File: config.mk
export PLATFORM = sky130hd
export DESIGN_NAME = pll_rst_ctrl_flat
export DESIGN_NICKNAME = d
export VERILOG_FILES = /design/src/rtl/pll_rst_pkg.sv /design/src/rtl/pll_rst_ctrl_if.sv /design/src/rtl/sync_2ff.sv /design/src/rtl/pll_rst_ctrl.sv /design/src/flat_wrapper.sv
export SDC_FILE = /design/constraint.sdc
export NUM_CORES = 1
export LEC_CHECK = 0
export ABC_CLOCK_PERIOD_IN_PS = 2500
export CAP_MARGIN = 30
export CELL_PAD_IN_SITES_DETAIL_PLACEMENT = 1
export CELL_PAD_IN_SITES_GLOBAL_PLACEMENT = 1
export CORE_UTILIZATION = 40
export CTS_BUF_LIST = sky130_fd_sc_hd__clkbuf_4
export CTS_CLUSTER_DIAMETER = 200
export DETAILED_ROUTE_END_ITERATION = 12
export PLACE_DENSITY = 0.77
export SYNTH_ARGS = -nofsm -noshare
export SYNTH_HDL_FRONTEND = slang
export SYNTH_SLANG_ARGS = --single-unit
File: constraint.sdc
create_clock -name clk -period 2.5 [get_ports clk]
set_input_delay 0.25 -clock clk [delete_from_list [all_inputs] [get_ports clk]]
set_output_delay 0.25 -clock clk [all_outputs]
set_load 0.05 [all_outputs]
File: src/rtl/pll_rst_pkg.sv
// Shared state encoding and widths for the PLL reset and lock supervisor.
package pll_rst_pkg;

    localparam int unsigned STATE_W  = 3;
    localparam int unsigned RELOCK_W = 8;

    typedef enum logic [STATE_W-1:0] {
        StRstPll   = 3'd0,
        StWaitLock = 3'd1,
        StStable   = 3'd2,
        StRun      = 3'd3,
        StFail     = 3'd4
    } state_e;

endpackage

File: src/rtl/pll_rst_ctrl_if.sv
// Signal bundle between the reset supervisor, the PLL it drives and the logic it gates.
interface pll_rst_ctrl_if;
    import pll_rst_pkg::*;

    logic                pll_lock;
    logic                pll_rst;
    logic                sys_rst_n;
    logic                lock_ok;
    logic                pll_fail;
    logic [RELOCK_W-1:0] relock_cnt;
    logic [STATE_W-1:0]  state_o;

    modport master (
        input  pll_lock,
        output pll_rst,
        output sys_rst_n,
        output lock_ok,
        output pll_fail,
        output relock_cnt,
        output state_o
    );

    modport slave (
        output pll_lock,
        input  pll_rst,
        input  sys_rst_n,
        input  lock_ok,
        input  pll_fail,
        input  relock_cnt,
        input  state_o
    );

endinterface

File: src/rtl/sync_2ff.sv
// Generic two-flop synchronizer with asynchronous active-low reset to zero.
module sync_2ff #(
    parameter int unsigned WIDTH = 1
) (
    input  logic             clk,
    input  logic             rst_n,
    input  logic [WIDTH-1:0] d,
    output logic [WIDTH-1:0] q
);

    logic [WIDTH-1:0] meta_q;
    logic [WIDTH-1:0] sync_q;

    always_ff @(posedge clk or negedge rst_n) begin
        if (!rst_n) begin
            meta_q <= '0;
            sync_q <= '0;
        end else begin
            meta_q <= d;
            sync_q <= meta_q;
        end
    end

    assign q = sync_q;

endmodule

File: src/rtl/pll_rst_ctrl.sv
// PLL reset and lock supervisor: pulses the PLL reset, waits for a stable lock, then
// releases the system reset; retries on lock timeout and parks in a sticky fail state.
module pll_rst_ctrl
    import pll_rst_pkg::*;
#(
    parameter int unsigned PLL_RST_CYCLES = 16,
    parameter int unsigned LOCK_TIMEOUT   = 50000,
    parameter int unsigned LOCK_STABLE    = 1024,
    parameter int unsigned MAX_RETRY      = 4,
    parameter int unsigned CNT_W          = 16
) (
    input logic            clk,
    input logic            rst_n,
    pll_rst_ctrl_if.master bus
);

    localparam int unsigned RETRY_W = $clog2(MAX_RETRY + 1);

    localparam logic [CNT_W-1:0]   RST_LAST     = CNT_W'(PLL_RST_CYCLES - 1);
    localparam logic [CNT_W-1:0]   TIMEOUT_LAST = CNT_W'(LOCK_TIMEOUT - 1);
    localparam logic [CNT_W-1:0]   STABLE_LAST  = CNT_W'(LOCK_STABLE - 1);
    localparam logic [RETRY_W-1:0] RETRY_MAX    = RETRY_W'(MAX_RETRY);

    state_e              state_q, state_d;
    logic [CNT_W-1:0]    cnt_q, cnt_d;
    logic [RETRY_W-1:0]  retry_q, retry_d;
    logic [RELOCK_W-1:0] relock_q, relock_d;
    logic                pll_rst_q, pll_rst_d;
    logic                sys_rst_n_q, sys_rst_n_d;
    logic                lock_ok_q, lock_ok_d;
    logic                pll_fail_q, pll_fail_d;
    logic                lock_s;

    sync_2ff #(
        .WIDTH (1)
    ) u_lock_sync (
        .clk   (clk),
        .rst_n (rst_n),
        .d     (bus.pll_lock),
        .q     (lock_s)
    );

    // Outputs are registered alongside the state so they change on the same edge.
    always_ff @(posedge clk or negedge rst_n) begin
        if (!rst_n) begin
            state_q     <= StRstPll;
            cnt_q       <= '0;
            retry_q     <= '0;
            relock_q    <= '0;
            pll_rst_q   <= 1'b1;
            sys_rst_n_q <= 1'b0;
            lock_ok_q   <= 1'b0;
            pll_fail_q  <= 1'b0;
        end else begin
            state_q     <= state_d;
            cnt_q       <= cnt_d;
            retry_q     <= retry_d;
            relock_q    <= relock_d;
            pll_rst_q   <= pll_rst_d;
            sys_rst_n_q <= sys_rst_n_d;
            lock_ok_q   <= lock_ok_d;
            pll_fail_q  <= pll_fail_d;
        end
    end

    always_comb begin
        state_d  = state_q;
        retry_d  = retry_q;
        relock_d = relock_q;
        cnt_d    = cnt_q + 1'b1;
        unique case (state_q)
            StRstPll: begin
                if (cnt_q == RST_LAST) state_d = StWaitLock;
            end
            StWaitLock: begin
                // Lock takes priority over a timeout landing on the same cycle.
                if (lock_s) begin
                    state_d = StStable;
                end else if (cnt_q == TIMEOUT_LAST) begin
                    retry_d = retry_q + 1'b1;
                    state_d = (retry_d == RETRY_MAX) ? StFail : StRstPll;
                end
            end
            StStable: begin
                if (!lock_s) begin
                    state_d = StWaitLock;
                end else if (cnt_q == STABLE_LAST) begin
                    state_d = StRun;
                end
            end
            StRun: begin
                cnt_d = cnt_q;
                if (!lock_s) begin
                    state_d = StRstPll;
                    if (relock_q != '1) relock_d = relock_q + 1'b1;
                end
            end
            StFail: begin
                cnt_d = cnt_q;
            end
            default: begin
                state_d = StRstPll;
            end
        endcase
        if (state_d != state_q) cnt_d = '0;
        if (state_d == StRun) retry_d = '0;
    end

    always_comb begin
        pll_rst_d   = 1'b0;
        sys_rst_n_d = 1'b0;
        lock_ok_d   = 1'b0;
        pll_fail_d  = 1'b0;
        unique case (state_d)
            StRstPll: pll_rst_d = 1'b1;
            StRun: begin
                sys_rst_n_d = 1'b1;
                lock_ok_d   = 1'b1;
            end
            StFail:   pll_fail_d = 1'b1;
            default: ;
        endcase
    end

    assign bus.pll_rst    = pll_rst_q;
    assign bus.sys_rst_n  = sys_rst_n_q;
    assign bus.lock_ok    = lock_ok_q;
    assign bus.pll_fail   = pll_fail_q;
    assign bus.relock_cnt = relock_q;
    assign bus.state_o    = state_q;

endmodule

File: src/flat_wrapper.sv
// flat-port wrapper written by rule: the top's interface ports become plain ports
module pll_rst_ctrl_flat import pll_rst_pkg::*;
#(
    parameter int unsigned PLL_RST_CYCLES = 16,
    parameter int unsigned LOCK_TIMEOUT   = 50000,
    parameter int unsigned LOCK_STABLE    = 1024,
    parameter int unsigned MAX_RETRY      = 4,
    parameter int unsigned CNT_W          = 16
)
  (clk, rst_n, bus_pll_lock, bus_pll_rst, bus_sys_rst_n, bus_lock_ok, bus_pll_fail, bus_relock_cnt, bus_state_o);
  pll_rst_ctrl_if bus_i ();
  input logic clk;
  input logic rst_n;
  input wire logic [$bits(bus_i.pll_lock)-1:0] bus_pll_lock;
  output wire logic [$bits(bus_i.pll_rst)-1:0] bus_pll_rst;
  output wire logic [$bits(bus_i.sys_rst_n)-1:0] bus_sys_rst_n;
  output wire logic [$bits(bus_i.lock_ok)-1:0] bus_lock_ok;
  output wire logic [$bits(bus_i.pll_fail)-1:0] bus_pll_fail;
  output wire logic [$bits(bus_i.relock_cnt)-1:0] bus_relock_cnt;
  output wire logic [$bits(bus_i.state_o)-1:0] bus_state_o;
  assign bus_i.pll_lock = bus_pll_lock;
  assign bus_pll_rst = bus_i.pll_rst;
  assign bus_sys_rst_n = bus_i.sys_rst_n;
  assign bus_lock_ok = bus_i.lock_ok;
  assign bus_pll_fail = bus_i.pll_fail;
  assign bus_relock_cnt = bus_i.relock_cnt;
  assign bus_state_o = bus_i.state_o;
  pll_rst_ctrl #(.PLL_RST_CYCLES(PLL_RST_CYCLES), .LOCK_TIMEOUT(LOCK_TIMEOUT), .LOCK_STABLE(LOCK_STABLE), .MAX_RETRY(MAX_RETRY), .CNT_W(CNT_W)) u_core (.clk(clk), .rst_n(rst_n), .bus(bus_i));
endmodule
==> metrics.md <==
| Metric | Value |
|---|---|
| Post-CTS setup buffers | `0` |
| Final cell count without fillers | `256` |
| Largest net degree at the start of global routing | `36` |
| Dpl ws | `0.416 ns` |
| Vias per cell | `5.58` |
| Max Cap Violations | `0` |
| Share of cells above drive strength 1 | `0.0980` |
| Worst Skew | `0.0180 ns` |
| Antenna violation net count after detailed routing | `0` |
| H-tree levels | `2` |
| Final Instance Area | `0.00211 mm^2` |
| Async SR Flop Fraction | `1.00` |
| Largest area contributor in the netlist | `dfrtp_1` |
| Main area contributors after synthesis | `dfrtp_1 (46%), xnor2_1 (6.6%), nor3_1 (5.7%)` |
| Syn Nets | `193` |
| # resized after CTS | `0` |
| Worst r2r path cells | `5` |
| Hpwl dp | `3150 um` |
| Crit path max fanout | `12` |
| Worst Tran Pin Value | `0.549 ns` |
| Compound-gate portion of the synthesized area | `0.0708` |
| Residual DRC count | `0` |
| Mapped Area | `0.00186 mm^2` |
| Reg2reg start | `u_core.cnt_q[10]` |
| Initial cell density of the core | `0.421` |
| Crit path cell chain | `nor4_2 > nand4b_2 > o21ai_1 > o221a_2 > nor3_1` |
| Sink Count | `35` |
| CP top delay family | `compound AO/OA/AOI/OAI gates` |
| Area fraction of the dominant cell type after synthesis | `0.458` |
| RSZ-0062 raised after global routing | `no` |
| Final GP Congestion | `0.875` |
| Critical Path AT | `2.30 ns` |
| Slowest CP cell | `dfrtp_1` |
| Min Tclk post-route | `2.09 ns` |
| CTS tree | `yes` |
| Synth Instances | `186` |
| First-pass DRT Iterations | `4` |
| DIE HEIGHT | `70.1 um` |
| Fin. Hold Viols | `0` |
| Synthesis-stage register bit count | `35` |
| # port buffers | `17` |
| Mux cell area share after synthesis | `0.00539` |
| Clock buffers created by TritonCTS | `5` |
| Required time worst endpoint | `2.70 ns` |
| Clock transition at the registers of the reported paths | `0.11 ns` |
| Number of library cell types mapped by synthesis | `40` |
| Crit path kind | `register to register` |
| EDFF count, synth | `0` |
| Drt initial violations | `66` |
| Die width | `70.1 um` |
| Post-synthesis simple-gate area fraction | `0.265` |
| Critical path buffers and inverters | `0` |
| CP Launch Type | `register` |
| Hold WC Path Type | `input pin to asynchronous set/reset pin` |
| Total track usage | `0.192` |
| Primary FF master, synth | `dfrtp_1` |
| Max VDD drop | `0.000379 V` |
| Total power | `0.00170 W` |
| First-pass GRT wire length | `7450 um` |
| Min setup slack post-route | `0.405 ns` |
| Placed Area | `0.00206 mm^2` |
| CP endpoint kind | `register` |
| Xor and xnor area share after synthesis | `0.123` |
| Outcome | `finished, final reports clean` |
| Synth Area in Adders | `0.0270` |
| Rel. slew slack | `0.633` |
| WL final | `4210 um` |
| Nets@finish | `210` |
| Fmax | `477 MHz` |
| Overflow after GRT | `0` |
| LEAKAGE | `0.946 nW` |
| Row count | `24` |
| Slowest stage delay, CP | `0.45 ns` |
| # setup viols final | `0` |
| Clk_lat worst skew | `0.33 ns` |
| Boundary Pins | `18` |
| Max Buffers Root-to-Sink | `2` |
| Hold buffers post-CTS | `0` |
| Reg2Reg Setup Slack | `0.41 ns` |
| Via count | `1428` |
| Yosys warning count | `0` |
| Setup_tns | `0 ns` |
| Dpl cells | `248` |
| RR Endpoint | `u_core.cnt_q[1]` |
| Pwr per Cell Area | `803 mW/mm^2` |
| Core area | `0.00441 mm^2` |
| Clock root buffer | `clkbuf_4` |
| Avg Inst Size Synth | `9.98 um^2` |
| Ant. Diodes | `0` |
| Seq/Total Area, Yosys | `0.472` |
| Largest family of logic cells by synthesized area | `simple AND/OR/NAND/NOR gates` |
| Initial antenna violation count | `0` |
| Fin crit share | `0.838` |
| Die ar. | `0.00492 mm^2` |
| WL per Instance | `16.4 um` |
| Final slew viol count | `0` |
| Vias in the first global route | `1501` |
| Area delta synth->final | `13.7%` |
-- metal layers --
layer  vias to the layer above  GRT usage  routed length (um)
met4                         0     0.0422                  39
met3                         6     0.0447                 132
met1                       712      0.255                1920
met5                         -          0                   0
met2                        30      0.319                2120
li1                        680          -                   -
-- cell usage in the layout, fill, tap and decap left out, drive strengths merged --
master	Yosys	layout
o31a	1	1
o2111ai	1	1
o21ai	4	4
o221ai	1	1
ha	4	4
dfrtp	34	34
nor4b	1	1
nand3b	1	1
a311oi	2	2
nor3	21	21
nor4	3	3
nor2b	1	1
a21o	1	1
a2111oi	1	1
or3	3	3
xnor2	14	14
a21oi	1	1
or4	1	1
inv	5	5
nand4b	1	1
nand3	8	8
o221a	1	1
nor2	18	18
nand4	7	7
nor3b	2	2
nand2	23	23
or3b	1	1
clkinv	0	2
and4	1	1
and4bb	1	1
xor2	12	12
mux2i	1	1
clkbuf	4	6
dfstp	1	1
clkdlybuf4s50	0	17
buf	5	2
-- worst max path at each step --
stage                        end  cells after the start                   from
5_1_grt          u_core.cnt_q[8]                      5       u_core.cnt_q[10]
2_1_floorplan    u_core.cnt_q[5]                      8  u_core.bus.state_o[2]
4_1_cts        u_core.retry_q[1]                      5        u_core.cnt_q[2]
3_3_place_gp    u_core.cnt_q[15]                      6       u_core.cnt_q[10]
3_5_place_dp   u_core.retry_q[1]                      5        u_core.cnt_q[2]
6_report         u_core.cnt_q[1]                      5       u_core.cnt_q[10]
-- synthesized netlist by cell type, drive strengths merged (2+ instances only) --
cell type and instances:
nand4 7, inv 5, clkbuf 4, or3 3
dfrtp 34, nor3b 2, nor4 3, xor2 12
ha 4, nor2 18, nor3 21, buf 5
a311oi 2, xnor2 14, nand2 23, nand3 8
o21ai 4
-- final cells by class --
cell class	instances	area, um^2
fillers	496	2300
multi-input cells	137	912
flip-flops and latches	35	877
repair buffers	19	185
well taps	52	65.1
clock buffers	6	45.0
inverters	5	18.8
clock inverters	2	8.76
-- cells by family after synthesis --
family,count (synthesis)
AND/OR/NAND/NOR,93
flip-flops,35
XOR/XNOR,26
buffers and inverters,14
AO/OA/AOI/OAI,13
adder cells (fa/ha/maj),4
multiplexers,1
-- per-stage QoR --
stage / utilization / hold slack, ns
6_report: 0.478 / 0.316
5_1_grt: 0.478 / 0.338
4_1_cts: 0.478 / 0.329
3_5_place_dp: 0.466 / 0.347
3_3_place_gp: 0.466 / 0.332
2_1_floorplan: - / -0.0456
-- flip-flops by register name (all words and copies together), names as in the netlist --
register,count
u_core.bus.pll_fail,1
u_core.u_lock_sync.meta_q,1
u_core.bus.relock_cnt,8
u_core.bus.state_o,3
u_core.retry_q,3
u_core.cnt_q,16
u_core.bus.sys_rst_n,1
u_core.u_lock_sync.q,1
u_core.bus.pll_rst,1
-- report_power, final --
part	switching, W	leakage (nW)	total, W	internal, W
clock	0.000186	0.0331	0.000302	0.000117
combinational	0.000412	0.440	0.000636	0.000224
sequential	0.000117	0.473	0.000759	0.000642
Note: power is estimated with default switching activity, not from simulation.
